`src/rtl/serial_cmd_pkg.sv`:
```
// Shared definitions for the host-command processor.
// Holds the opcode values, the ACK/NAK reply bytes, the command FSM state
// encoding, and the helper that gives the argument count for each opcode.
package serial_cmd_pkg;

    localparam logic [7:0] OP_VERSION = 8'h00;
    localparam logic [7:0] OP_WRITE   = 8'h01;
    localparam logic [7:0] OP_READ    = 8'h02;
    localparam logic [7:0] OP_HIST    = 8'h03;
    localparam logic [7:0] OP_CNT     = 8'h04;
    localparam logic [7:0] OP_PHASE   = 8'h05;

    localparam logic [7:0] ACK_BYTE   = 8'hAC;
    localparam logic [7:0] NAK_BYTE   = 8'hEE;

    typedef enum logic [2:0] {
        S_IDLE,
        S_ARGS,
        S_EXEC,
        S_PHASE,
        S_SEND,
        S_WAITTX
    } state_t;

    // Number of argument bytes that follow each opcode; unknown opcodes take
    // none so that they fall straight through to the NAK reply.
    function automatic logic [1:0] args_for(input logic [7:0] op);
        case (op)
            OP_WRITE: return 2'd2;
            OP_READ:  return 2'd1;
            OP_PHASE: return 2'd2;
            default:  return 2'd0;
        endcase
    endfunction

endpackage

```
`src/rtl/pll_phase_stepper.sv`:
```
// PLL phase-step sequencer.
// On a start pulse it raises phase_step, then toggles scanclk every 16 clk
// for 8 half-periods, drops phase_step together with the 6th toggle, and
// pulses done for one cycle together with the 8th toggle.
// Ports:
//   clk, reset   - system clock, synchronous active-high reset
//   start        - one-cycle request (ignored while a sequence is running)
//   done         - one-cycle pulse when the sequence has finished
//   phase_step   - PLL phase-step request
//   scanclk      - PLL scan clock
module pll_phase_stepper (
    input  logic clk,
    input  logic reset,
    input  logic start,
    output logic done,
    output logic phase_step,
    output logic scanclk
);

    logic       busy_q, busy_d;
    logic [3:0] div_q, div_d;
    logic [2:0] tog_q, tog_d;
    logic       done_q, done_d;
    logic       step_q, step_d;
    logic       sclk_q, sclk_d;

    // div counts 16 clocks per half-period; tog counts completed toggles.
    always_comb begin
        busy_d = busy_q;
        div_d  = div_q;
        tog_d  = tog_q;
        done_d = 1'b0;
        step_d = step_q;
        sclk_d = sclk_q;
        if (start && !busy_q) begin
            busy_d = 1'b1;
            step_d = 1'b1;
            div_d  = '0;
            tog_d  = '0;
            sclk_d = 1'b0;
        end else if (busy_q) begin
            div_d = div_q + 4'd1;
            if (div_q == 4'd15) begin
                sclk_d = ~sclk_q;
                tog_d  = tog_q + 3'd1;
                if (tog_q == 3'd5) begin
                    step_d = 1'b0;
                end
                if (tog_q == 3'd7) begin
                    busy_d = 1'b0;
                    done_d = 1'b1;
                end
            end
        end
    end

    always_ff @(posedge clk) begin
        if (reset) begin
            busy_q <= 1'b0;
            div_q  <= '0;
            tog_q  <= '0;
            done_q <= 1'b0;
            step_q <= 1'b0;
            sclk_q <= 1'b0;
        end else begin
            busy_q <= busy_d;
            div_q  <= div_d;
            tog_q  <= tog_d;
            done_q <= done_d;
            step_q <= step_d;
            sclk_q <= sclk_d;
        end
    end

    assign done       = done_q;
    assign phase_step = step_q;
    assign scanclk    = sclk_q;

endmodule

```
`src/rtl/serial_cmd_engine.sv`:
```
// Host-command processor for the trigger board.
// Decodes opcode/argument bytes from the UART receiver, owns the
// configuration register file, and streams reply bytes to the UART
// transmitter from a snapshot buffer loaded in the EXEC cycle.
// Ports:
//   clk, reset            - system clock, synchronous active-high reset
//   rx_ready, rx_data     - received byte strobe and data
//   tx_busy               - transmitter busy
//   tx_start, tx_data     - one-cycle send strobe and byte
//   histos, counters      - per-board histogram / clock counter inputs
//   trig_fired            - per-board last trigger byte
//   cfg_regs              - configuration registers, reg r at [r*8 +: 8]
//   reset_hist, reset_out - one-cycle pulses after the matching snapshot
//   phase_sel, phase_updown, phase_step, scanclk - PLL phase control
module serial_cmd_engine #(
    parameter int         NBOARDS = 8,
    parameter int         HIST_W  = 32,
    parameter int         CNT_W   = 56,
    parameter int         NREG    = 16,
    parameter int         TIMEOUT = 1_000_000,
    parameter logic [7:0] VERSION = 8'd9
) (
    input  logic                      clk,
    input  logic                      reset,
    input  logic                      rx_ready,
    input  logic [7:0]                rx_data,
    input  logic                      tx_busy,
    output logic                      tx_start,
    output logic [7:0]                tx_data,
    input  logic [NBOARDS*HIST_W-1:0] histos,
    input  logic [NBOARDS*CNT_W-1:0]  counters,
    input  logic [NBOARDS*8-1:0]      trig_fired,
    output logic [NREG*8-1:0]         cfg_regs,
    output logic                      reset_hist,
    output logic                      reset_out,
    output logic [2:0]                phase_sel,
    output logic                      phase_updown,
    output logic                      phase_step,
    output logic                      scanclk
);
    import serial_cmd_pkg::*;

    localparam int HIST_BYTES = NBOARDS * HIST_W / 8;
    localparam int CNT_BYTES  = CNT_W / 8;
    localparam int CNT_REPLY  = NBOARDS * (CNT_BYTES + 1);
    localparam int MAX_LEN    = (HIST_BYTES > CNT_REPLY) ? HIST_BYTES : CNT_REPLY;
    localparam int IDX_W      = (MAX_LEN > 1) ? $clog2(MAX_LEN) : 1;
    localparam int TMR_W      = $clog2(TIMEOUT + 1);

    // Coincidence window in reg 0, dead time in reg 1, everything else clear.
    localparam logic [NREG*8-1:0] CFG_RESET = {{(NREG-2)*8{1'b0}}, 8'd50, 8'd20};

    state_t               state_q, state_d;
    logic [7:0]           op_q, op_d;
    logic [7:0]           arg0_q, arg0_d;
    logic [7:0]           arg1_q, arg1_d;
    logic [1:0]           arg_cnt_q, arg_cnt_d;
    logic [TMR_W-1:0]     timer_q, timer_d;
    logic [NREG*8-1:0]    cfg_q, cfg_d;
    logic [MAX_LEN*8-1:0] reply_q, reply_d;
    logic [IDX_W-1:0]     idx_q, idx_d;
    logic [IDX_W-1:0]     last_q, last_d;
    logic                 tx_start_q, tx_start_d;
    logic [7:0]           tx_data_q, tx_data_d;
    logic                 reset_hist_q, reset_hist_d;
    logic                 reset_out_q, reset_out_d;
    logic [2:0]           phase_sel_q, phase_sel_d;
    logic                 phase_updown_q, phase_updown_d;

    logic                 step_start;
    logic                 step_done;
    logic [7:0]           addr_mod;
    logic [MAX_LEN*8-1:0] hist_img;
    logic [MAX_LEN*8-1:0] cnt_img;

    // Register addresses wrap modulo NREG (NREG is a power of two).
    assign addr_mod = arg0_q & 8'(NREG - 1);

    // Histogram reply image: boards are already packed little-endian.
    always_comb begin
        hist_img = '0;
        hist_img[HIST_BYTES*8-1:0] = histos;
    end

    // Counter reply image: each board contributes its counter bytes LSB
    // first followed by its trigger byte.
    always_comb begin
        cnt_img = '0;
        for (int b = 0; b < NBOARDS; b++) begin
            for (int k = 0; k < CNT_BYTES; k++) begin
                cnt_img[(b*(CNT_BYTES+1)+k)*8 +: 8] = counters[b*CNT_W + k*8 +: 8];
            end
            cnt_img[(b*(CNT_BYTES+1)+CNT_BYTES)*8 +: 8] = trig_fired[b*8 +: 8];
        end
    end

    always_comb begin
        state_d        = state_q;
        op_d           = op_q;
        arg0_d         = arg0_q;
        arg1_d         = arg1_q;
        arg_cnt_d      = arg_cnt_q;
        timer_d        = timer_q;
        cfg_d          = cfg_q;
        reply_d        = reply_q;
        idx_d          = idx_q;
        last_d         = last_q;
        tx_start_d     = 1'b0;
        tx_data_d      = tx_data_q;
        reset_hist_d   = 1'b0;
        reset_out_d    = 1'b0;
        phase_sel_d    = phase_sel_q;
        phase_updown_d = phase_updown_q;
        step_start     = 1'b0;
        case (state_q)
            S_IDLE: begin
                if (rx_ready) begin
                    op_d      = rx_data;
                    arg_cnt_d = '0;
                    timer_d   = '0;
                    state_d   = (args_for(rx_data) == 2'd0) ? S_EXEC : S_ARGS;
                end
            end
            S_ARGS: begin
                if (rx_ready) begin
                    if (arg_cnt_q == 2'd0) begin
                        arg0_d = rx_data;
                    end else begin
                        arg1_d = rx_data;
                    end
                    // The register write lands as the data byte is accepted.
                    if (op_q == OP_WRITE && arg_cnt_q == 2'd1) begin
                        cfg_d[addr_mod*8 +: 8] = rx_data;
                    end
                    arg_cnt_d = arg_cnt_q + 2'd1;
                    timer_d   = '0;
                    if (arg_cnt_q + 2'd1 == args_for(op_q)) begin
                        state_d = S_EXEC;
                    end
                end else if (timer_q == TMR_W'(TIMEOUT - 1)) begin
                    reply_d       = '0;
                    reply_d[7:0]  = NAK_BYTE;
                    idx_d         = '0;
                    last_d        = '0;
                    state_d       = S_SEND;
                end else begin
                    timer_d = timer_q + TMR_W'(1);
                end
            end
            S_EXEC: begin
                reply_d = '0;
                idx_d   = '0;
                last_d  = '0;
                state_d = S_SEND;
                case (op_q)
                    OP_VERSION: reply_d[7:0] = VERSION;
                    OP_WRITE:   reply_d[7:0] = ACK_BYTE;
                    OP_READ:    reply_d[7:0] = cfg_q[addr_mod*8 +: 8];
                    OP_HIST: begin
                        reply_d      = hist_img;
                        last_d       = IDX_W'(HIST_BYTES - 1);
                        reset_hist_d = 1'b1;
                    end
                    OP_CNT: begin
                        reply_d     = cnt_img;
                        last_d      = IDX_W'(CNT_REPLY - 1);
                        reset_out_d = 1'b1;
                    end
                    OP_PHASE: begin
                        phase_sel_d    = arg0_q[2:0];
                        phase_updown_d = arg1_q[0];
                        step_start     = 1'b1;
                        reply_d[7:0]   = ACK_BYTE;
                        state_d        = S_PHASE;
                    end
                    default:    reply_d[7:0] = NAK_BYTE;
                endcase
            end
            S_PHASE: begin
                if (step_done) begin
                    state_d = S_SEND;
                end
            end
            S_SEND: begin
                if (!tx_busy) begin
                    tx_data_d  = reply_q[idx_q*8 +: 8];
                    tx_start_d = 1'b1;
                    state_d    = S_WAITTX;
                end
            end
            // One dead cycle so the transmitter can raise tx_busy before
            // the next byte is considered.
            S_WAITTX: begin
                if (idx_q == last_q) begin
                    state_d = S_IDLE;
                end else begin
                    idx_d   = idx_q + IDX_W'(1);
                    state_d = S_SEND;
                end
            end
            default: state_d = S_IDLE;
        endcase
    end

    always_ff @(posedge clk) begin
        if (reset) begin
            state_q        <= S_IDLE;
            op_q           <= '0;
            arg0_q         <= '0;
            arg1_q         <= '0;
            arg_cnt_q      <= '0;
            timer_q        <= '0;
            cfg_q          <= CFG_RESET;
            reply_q        <= '0;
            idx_q          <= '0;
            last_q         <= '0;
            tx_start_q     <= 1'b0;
            tx_data_q      <= '0;
            reset_hist_q   <= 1'b0;
            reset_out_q    <= 1'b0;
            phase_sel_q    <= '0;
            phase_updown_q <= 1'b1;
        end else begin
            state_q        <= state_d;
            op_q           <= op_d;
            arg0_q         <= arg0_d;
            arg1_q         <= arg1_d;
            arg_cnt_q      <= arg_cnt_d;
            timer_q        <= timer_d;
            cfg_q          <= cfg_d;
            reply_q        <= reply_d;
            idx_q          <= idx_d;
            last_q         <= last_d;
            tx_start_q     <= tx_start_d;
            tx_data_q      <= tx_data_d;
            reset_hist_q   <= reset_hist_d;
            reset_out_q    <= reset_out_d;
            phase_sel_q    <= phase_sel_d;
            phase_updown_q <= phase_updown_d;
        end
    end

    pll_phase_stepper u_stepper (
        .clk        (clk),
        .reset      (reset),
        .start      (step_start),
        .done       (step_done),
        .phase_step (phase_step),
        .scanclk    (scanclk)
    );

    assign tx_start     = tx_start_q;
    assign tx_data      = tx_data_q;
    assign cfg_regs     = cfg_q;
    assign reset_hist   = reset_hist_q;
    assign reset_out    = reset_out_q;
    assign phase_sel    = phase_sel_q;
    assign phase_updown = phase_updown_q;

endmodule

```
`config.mk`:
```
export PLATFORM = sky130hd
export DESIGN_NAME = serial_cmd_engine
export DESIGN_NICKNAME = d
export VERILOG_FILES = /design/src/rtl/serial_cmd_pkg.sv /design/src/rtl/pll_phase_stepper.sv /design/src/rtl/serial_cmd_engine.sv
export SDC_FILE = /design/constraint.sdc
export NUM_CORES = 1
export LEC_CHECK = 0
export CORE_AREA = 4 4 361 363
export DETAILED_ROUTE_END_ITERATION = 7
export DIE_AREA = 0 0 365 367
export GPL_ROUTABILITY_DRIVEN = 0
export PLACE_DENSITY_LB_ADDON = 0.2
export SYNTH_ARGS = -nofsm -noshare
export SYNTH_HDL_FRONTEND = slang
export SYNTH_SLANG_ARGS = --single-unit
```
`constraint.sdc`:
```
create_clock -name clk -period 6.9 [get_ports clk]
set_input_delay 0.69 -clock clk [delete_from_list [all_inputs] [get_ports clk]]
set_output_delay 0.69 -clock clk [all_outputs]
set_load 0.01 [all_outputs]
```
==> results.yml, run 1 <==
global_routing:
  antenna_found_initial: 50
  grt_first_pass_wirelength_mm: 222
  overflow: 0
  grt_max_degree: 155
  grt_pass1_vias: 28200
  grt_use_total_pct: 23.0
setup_path:
  endpoint_kind: "register"
  reg2reg_slack_ns: 3.05
  crit_chain: "nor3b_1, nand2_2, nor3_4, buf_12, buf_4, a221oi_1, nor2_1"
  critPathLaunchType: "register"
  path_class: "reg2reg"
  cp-startpoint: "state_q[1]"
  slowest_stage: "buf_4"
  r2r-start: "state_q[1]"
  cp_max_fo: 154
  cp_slowest_stage_delay_ns: 0.66
  arrival_ns: 4.48
  cp.required_ns: 7.53
detailed_routing:
  drtIter0Drc: 2446
  num_vias: 28900
  drc: 0
  wirelength_mm: 163
  vias_per_cell: 5.16
  routedWlPerCell_um: 29.2
  drtPass1Iterations: 5
  ant_nets: 0
yosys:
  ys_seq_elements: 712
  synthTopCellsByArea: "dfxtp_1, mux4_2, a22o_1"
  synth.distinct_cells: 72
  syn-num-nets: 3868
  synth-seq-area-share_pct: 46.0
  synthFlopType: "dfxtp_1"
  synth_top_area_share_pct: 46.0
  syn_inst: 3076
  synth_edf_count: 0
  synthArstFlopShare_pct: 0
  avgSynthCellArea_um2: 10.1
  yosysWarnings: 0
  yosysTopAreaCell: "dfxtp_1"
  syn-cell-area_um2: 31000
sta:
  timing.fmax_ghz: 0.259
  grt_setup_unrepaired: "no"
  tns_ns: 0
  clock_skew_ns: 0.0665
  fin_crit_sh_pct: 55.8
  fin_crit_ns: 3.85
  slew_headroom_pct: 13.4
  fin_ws_ns: 3.05
  finalHoldViolations: 0
  finalSetupViolations: 0
  slew_viol_final: 0
  worst_pin_slew_ns: 1.30
clocking:
  cts_buffer_depth: 3
  cts_root_buf: "clkbuf_16"
  cts_htree_levels: 3
  clk_pin_slew_ns: 0.07
  cts_resized: 0
  cts_setup_buffers: 0
  cts_made_buffers: 86
  clk_latency_ns: 0.69
  ctsHoldBuffers: 0
  cts_tree: "yes"
  clock-sinks: 712
pwr:
  peakVddDrop_mv: 0.203
  leakagePower_nw: 15.2
  power_density_nw_per_um2: 285
placement:
  dp_hpwl_mm: 121
  io_buffers: 924
  place_ws_ns: 3.12
finish:
  mostFrequentLayoutCells: "clkdlybuf4s50_1, dfxtp_1, nor2_1"
  nets: 4629
  final_common_cell: "clkdlybuf4s50_1"
  finish.utilization_pct: 35.1
  drive_above_1_share_pct: 9.55
  area_growth_pct: 43.9
floorplan:
  io_pins: 925
  num_rows: 131
  dieArea_um2: 134000
  die_w_um: 365
  die_h_um: 367
  core_um2: 127000
  start_util_pct: 24.4
job:
  cap_violations: 0
worst_hold_path:
  worst_hold_startpoint: "reset"
  hp-class: "in2reg"
status:
  status: "finished clean"
## critical path: cells and delay by family (launching register included)
family                 cells  cell delay [ns]
AOI/OAI and AO/OA          1             0.20
buffers and inverters      2             1.16
DFF                        1             0.55
and+or+nand+nor            4             1.56
## worst paths after layout
check                                       to  cells past startpoint
worst max register to register    reply_q[175]                      7
worst min register to register     reply_q[13]                      2
worst min-delay path            u_stepper.done                      2
worst max-delay path              reply_q[175]                      7
## through the flow
stage,hold WS (ns),instances,instance area [um2],total power [mW]
after CTS,0.361,5568,44500,12.9
after floorplan,0.410,3076,31000,6.61
after global routing,0.409,5584,44600,13.3
after global placement,0.436,5411,41500,8.00
final,0.407,5592,44600,12.7
after detailed placement,0.441,5411,41500,8.01
## cell type report
| type | instances | area, um2 |
|---|---|---|
| timing repair buffer | 961 | 9660 |
| antenna | 24 | 60.1 |
| sequential | 712 | 14300 |
| fill | 12700 | 82400 |
| clock inverter | 31 | 475 |
| multi-input combinational | 2063 | 15400 |
| clock buffer | 126 | 2540 |
| tap | 1662 | 2080 |
| inverter | 13 | 48.8 |
## logic make-up after synthesis
group	share of synthesized area (%)
DFF	46.0
adders and majority gates	0.485
buffers and inverters	4.31
and+or+nand+nor	13.0
AOI/OAI and AO/OA	21.5
muxes	14.3
xor gates and xnor gates	0.452
## Yosys cell counts (all sizes together), types with 2 or more instances
cell and count:
a211o 10, a211oi 9, a21o 5, a21oi 211, a221o 6, a221oi 127
a22o 259, a22oi 151, a31oi 6, a32oi 2, a41o 2, and2 16
and3 7, buf 150, clkbuf 138, dfxtp 712, ha 12, inv 13
mux2 12, mux2i 83, mux4 154, nand2 246, nand2b 16, nand3 51
nand3b 64, nand4 8, nor2 374, nor2b 16, nor3 36, nor3b 3
nor4 6, nor4b 2, o2111ai 3, o211ai 5, o21ai 77, o221ai 10
o22ai 6, o31ai 8, o41ai 2, or2 2, or3 19, or4 6
xnor2 7, xor2 9
## flip-flops by register name, summed over array words and instances (netlist names), 2 cells and up
signal and count:
arg0_q 4, arg_cnt_q 2, cfg_regs 128, idx_q 6
last_q 2, op_q 8, phase_sel 3, reply_q 512
state_q 3, timer_q 20, tx_data 8, u_stepper.div_q 4
u_stepper.tog_q 3
## power breakdown
group	internal [mW]	switching (mW)
combinational	1.24	1.76
sequential	4.53	0.358
clock	2.85	1.99
## per-layer routing
layer	up-vias	GRT usage, %	part of all wire [%]
met5	-	0	0.081
met4	22	7.54	2.8
met3	198	5.80	7.6
met2	1177	38.0	47
met1	14300	29.4	42
li1	13100	-	-
(Power assumes the default switching activity.)
==> run 2: changes to the inputs <==
==> constraint.sdc (replaced) <==
create_clock -name clk -period 3.6 [get_ports clk]
set_input_delay 0.36 -clock clk [delete_from_list [all_inputs] [get_ports clk]]
set_output_delay 0.36 -clock clk [all_outputs]
set_load 0.01 [all_outputs]
==> run 2 against run 1 <==
  * First-iteration DRC count grew 2.5%
  * Final cell count grew 1.2%
  * Combinational power grew 100%
  * Routed wire length grew 0.51%
  * Hold slack lost 0.27 ns
  * Critical path type unchanged
  * Cell area grew 1.4%
  * Setup slack lost 2.4 ns
  * Critical endpoint is now reply_q[177]
  * Via count grew 1.1%
  * Critical path depth shrank 1
==> results.yml, run 2 (synthesized netlist as in run 1, its figures left out) <==
pwr:
  leakagePower_nw: 15.5
  switching_power_mw: 7.90
  switching_share_pct: 32.3
  seqPwrFrac_pct: 38.0
  power_density_nw_per_um2: 542
  power_frac_comb_pct: 24.7
  clkPwrFrac_pct: 37.4
  internal_power_mw: 16.6
  peakVddDrop_mv: 0.397
sta:
  fin_crit_ns: 2.92
  grt_setup_unrepaired: "no"
  worst_pin_slew_ns: 1.14
  fin_crit_sh_pct: 81.0
  tns_ns: 0
  fin_ws_ns: 0.683
  finalHoldViolations: 0
  slew_viol_final: 0
  timing.fmax_ghz: 0.343
  slew_headroom_pct: 23.8
  finalSetupViolations: 0
  clock_skew_ns: 0.0586
placement:
  dp_hpwl_mm: 127
  io_buffers: 924
  place_ws_ns: 0.550
  place_area_um2: 42200
setup_path:
  reg2reg_depth: 6
  reg2reg_slack_ns: 0.68
  cp_max_fo: 67
  slowest_stage: "dfxtp_1"
  crit_chain: "nor2b_1, nand2_1, nor2_4, buf_12, a22oi_1, a21oi_1"
  arrival_ns: 3.50
  cp.required_ns: 4.18
  path_class: "reg2reg"
  critPathLaunchType: "register"
  endpoint_kind: "register"
  cp_slowest_stage_delay_ns: 0.58
  r2r_end: "reply_q[177]"
  r2r-start: "op_q[1]"
worst_hold_path:
  worst_hold_startpoint: "reset"
  hp-class: "in2reg"
  min_path_cells: 2
  hold_end: "u_stepper.phase_step"
floorplan:
  io_pins: 925
  num_rows: 131
  die_h_um: 367
  start_util_pct: 24.4
  dieArea_um2: 134000
  core_um2: 127000
  die_w_um: 365
finish:
  largest_register_ffs: 512
  nets: 4696
  design_area_um2: 45200
  fillCellCount: 12800
  final_common_cell: "clkdlybuf4s50_1"
  mostFrequentLayoutCells: "clkdlybuf4s50_1, dfxtp_1, nor2_1"
  area_growth_pct: 45.9
  multi_input_area_um2: 15400
  regArea_um2: 14300
  top_register: "reply_q"
  drive_above_1_share_pct: 10.8
clocking:
  clk_latency_ns: 0.69
  clk_pin_slew_ns: 0.06
  cts_tree: "yes"
  clock-sinks: 712
  cts_buffer_depth: 3
  cts_setup_buffers: 0
  ctsHoldBuffers: 0
  cts_htree_levels: 3
  cts_root_buf: "clkbuf_16"
  cts_resized: 0
  cts_made_buffers: 86
detailed_routing:
  num_vias: 29200
  vias_per_cell: 5.15
  routedWlPerCell_um: 29.0
  wirelength_mm: 164
  drtPass1Iterations: 5
  ant_nets: 0
  drc: 0
  drtIter0Drc: 2507
job:
  cap_violations: 0
status:
  status: "finished clean"
global_routing:
  grt_pass1_vias: 28600
  overflow: 0
  grt_first_pass_wirelength_mm: 223
  grt_use_total_pct: 23.3
  antenna_found_initial: 49
  grt_max_degree: 105
[run 2: worst max-delay path by stage]
stage | cells after the start | from | end | slack (ns)
2_1_floorplan | 14 | arg0_q[0] | cfg_regs[41] | 0.27
3_3_place_gp | 6 | tx_busy | tx_data[1] | 0.56
3_5_place_dp | 6 | tx_busy | tx_data[1] | 0.55
4_1_cts | 5 | idx_q[0] | tx_data[7] | 0.59
5_1_grt | 5 | idx_q[0] | tx_data[7] | 0.55
6_report | 6 | op_q[1] | reply_q[177] | 0.68
[run 2: power by group through the flow]
stage | clock network (mW) | logic [mW] | registers, mW
CTS | 9.36 | 6.16 | 9.29
finish | 9.15 | 6.04 | 9.29
global placement | 0 | 6.11 | 9.45
detailed placement | 0 | 6.13 | 9.45
global route | 9.64 | 6.61 | 9.37
floorplan | 0 | 3.56 | 9.11
[run 2: layout make-up]
type,count,share of cell area (%)
Timing Repair Buffer,1028,22.8
Multi-Input combinational cell,2063,34.2
Clock buffer,124,5.44
Inverter,13,0.108
Antenna cell,26,0.144
Sequential cell,712,31.6
Clock inverter,29,1.10
Tap cell,1662,4.60
[run 2: worst max-delay path, delay by kind of cell, from the launching register on]
family	cells	cell delay (ns)
simple gates	3	1.21
compound gates	2	0.63
flops	1	0.58
buf+inv	1	0.36
[run 2: layer usage]
metal,track usage [%],wire length [um]
met1,29.6,68800
met2,37.7,76600
met3,6.05,12600
met4,8.81,5940
met5,0,158
[run 2: through the flow]
stage	power [mW]	utilization, %	instances	hold slack, ns
2_1_floorplan	12.7	-	3076	0.410
3_5_place_dp	15.6	33.2	5478	0.442
5_1_grt	25.6	35.5	5641	0.140
3_3_place_gp	15.6	33.2	5478	0.435
6_report	24.5	35.6	5657	0.140
4_1_cts	24.8	35.5	5631	0.107
==> run 3: changes to the inputs <==
==> constraint.sdc (replaced) <==
create_clock -name clk -period 2.6 [get_ports clk]
set_input_delay 0.26 -clock clk [delete_from_list [all_inputs] [get_ports clk]]
set_output_delay 0.26 -clock clk [all_outputs]
set_load 0.01 [all_outputs]
==> run 3 against run 2 <==
  * Combinational power rose by 61%
  * Clock power rose by 41%
  * Hold slack improved by 0.044 ns
  * Sequential share of layout area fell by 1.2 points
  * Cell area rose by 4.0%
  * Clock skew fell by 0.014 ns
  * Sequential cell count did not move
  * Largest power group is now clock
==> results.yml, run 3 (synthesized netlist as in run 1, its figures left out) <==
detailed_routing:
  drc: 0
  drtPass1Iterations: 6
  routedWlPerCell_um: 28.5
  num_vias: 29900
  wirelength_mm: 166
  ant_nets: 0
  vias_per_cell: 5.14
  drtIter0Drc: 2422
setup_path:
  r2r_end: "tx_data[4]"
  reg2reg_slack_ns: 0.03
  crit_chain: "buf_12, buf_4, mux4_2, mux2_2, a22o_1, nor3_1, buf_4, o31ai_1"
  endpoint_kind: "register"
  cp_max_fo: 21
  arrival_ns: 3.12
  slowest_stage: "dfxtp_4"
  path_class: "reg2reg"
  reg2reg_depth: 8
  cp_common_cell: "buf_4"
  critPathLaunchType: "register"
  cp_slowest_stage_delay_ns: 0.52
  r2r-start: "idx_q[1]"
  cp.required_ns: 3.16
global_routing:
  grt_pass1_vias: 29300
  overflow: 0
  grt_max_degree: 67
  grt_first_pass_wirelength_mm: 227
  grt_use_met1_pct: 31.7
  grt_use_met3_pct: 4.61
  grt_use_total_pct: 23.5
  grt-busiest-layer: "met2"
  met2_usage_pct: 38.8
  antenna_found_initial: 27
finish:
  drive_above_1_share_pct: 15.3
  finish.utilization_pct: 37.0
  multi_input_area_um2: 15600
  regArea_um2: 14300
  area_growth_pct: 51.7
  largest_register_ffs: 512
  nets: 4869
  final_common_cell: "clkdlybuf4s50_1"
  design_area_um2: 47000
  top_register: "reply_q"
  mostFrequentLayoutCells: "clkdlybuf4s50_1, dfxtp_1, nor2_1"
  fillCellCount: 12700
worst_hold_path:
  hp-class: "in2reg"
  min_path_cells: 2
  worst_hold_startpoint: "counters[411]"
  hold_end: "reply_q[467]"
pwr:
  switching_share_pct: 32.0
  clkPwrFrac_pct: 36.5
  peakVddDrop_mv: 0.485
  power_frac_comb_pct: 27.5
  leakagePower_nw: 16.6
  seqPwrFrac_pct: 36.0
  internal_power_mw: 24.1
  power_density_nw_per_um2: 753
  switching_power_mw: 11.3
clocking:
  cts_tree: "yes"
  cts_root_buf: "clkbuf_16"
  cts_htree_levels: 3
  clock-sinks: 712
  cts_setup_buffers: 0
  clk_pin_slew_ns: 0.06
  clk_latency_ns: 0.67
  cts_buffer_depth: 3
  cts_made_buffers: 87
sta:
  fin_crit_sh_pct: 98.8
  worst_pin_slew_ns: 0.809
  fin_crit_ns: 2.57
  finalSetupViolations: 0
  grt_setup_unrepaired: "no"
  finalHoldViolations: 0
  fin_ws_ns: 0.0321
  slew_headroom_pct: 46.0
  slew_viol_final: 0
  tns_ns: 0
  clock_skew_ns: 0.0450
  timing.fmax_ghz: 0.389
placement:
  place_area_um2: 43800
  place_ws_ns: -0.0798
  dp_hpwl_mm: 130
  io_buffers: 924
floorplan:
  start_util_pct: 24.4
  die_w_um: 365
  dieArea_um2: 134000
  die_h_um: 367
  num_rows: 131
  core_um2: 127000
  io_pins: 925
job:
  cap_violations: 0
status:
  status: "finished clean"
run 3: routing by layer:
metal | up-vias | share of wire (%)
li1 | 13600 | -
met1 | 14900 | 44
met2 | 1242 | 47
met3 | 179 | 7.1
met4 | 12 | 2.2
met5 | - | 0.048
run 3: stage by stage:
step / hold slack [ns] / power (mW) / std cells
after floorplan: 0.378 / 17.6 / 3076
after global placement: 0.425 / 22.7 / 5649
after detailed placement: 0.442 / 22.7 / 5649
after CTS: 0.133 / 35.8 / 5809
after global routing: 0.155 / 37.0 / 5812
final: 0.184 / 35.4 / 5817
run 3: power groups by stage:
stage          registers (mW)  clock network, mW  logic, mW
2_1_floorplan            12.6                  0       4.94
3_3_place_gp             12.9                  0       9.77
3_5_place_dp             13.0                  0       9.77
4_1_cts                  12.7               13.2       9.85
5_1_grt                  12.8               13.6       10.5
6_report                 12.7               12.9       9.74
run 3: how the worst max path moves through the flow:
stage                         end         from  cells past startpoint  slack [ns]
floorplan            cfg_regs[41]    arg0_q[0]                     14       0.004
global placement       tx_data[6]     idx_q[1]                      7       -0.09
detailed placement   reply_q[182]  timer_q[17]                      9       -0.08
CTS                   reply_q[98]  timer_q[17]                      9      0.0005
global route        cfg_regs[125]    arg0_q[0]                     10       0.006
finish                 tx_data[4]     idx_q[1]                      8        0.03
run 3: cell type report:
type	instances	area share, %
Multi-Input combinational cell	2063	33.1
Clock buffer	126	5.59
Inverter	13	0.104
Clock inverter	33	0.937
Tap cell	1662	4.43
Timing Repair Buffer	1200	25.4
Antenna cell	8	0.0426
Sequential cell	712	30.4
run 3: timing repair:
action | CTS | global route
setup endpoints to repair | 8 | 29
hold endpoints to repair | 12 | 0
gates resized for setup | 8 | 10
hold buffers | 1 | 0
run 3: critical path, delay by kind of cell (launching register included):
| family | cells | cell delay [ns] |
|---|---|---|
| buffers and inverters | 3 | 0.67 |
| and+or+nand+nor | 1 | 0.36 |
| AOI/OAI and AO/OA | 2 | 0.25 |
| DFF | 1 | 0.52 |
| muxes | 2 | 0.61 |
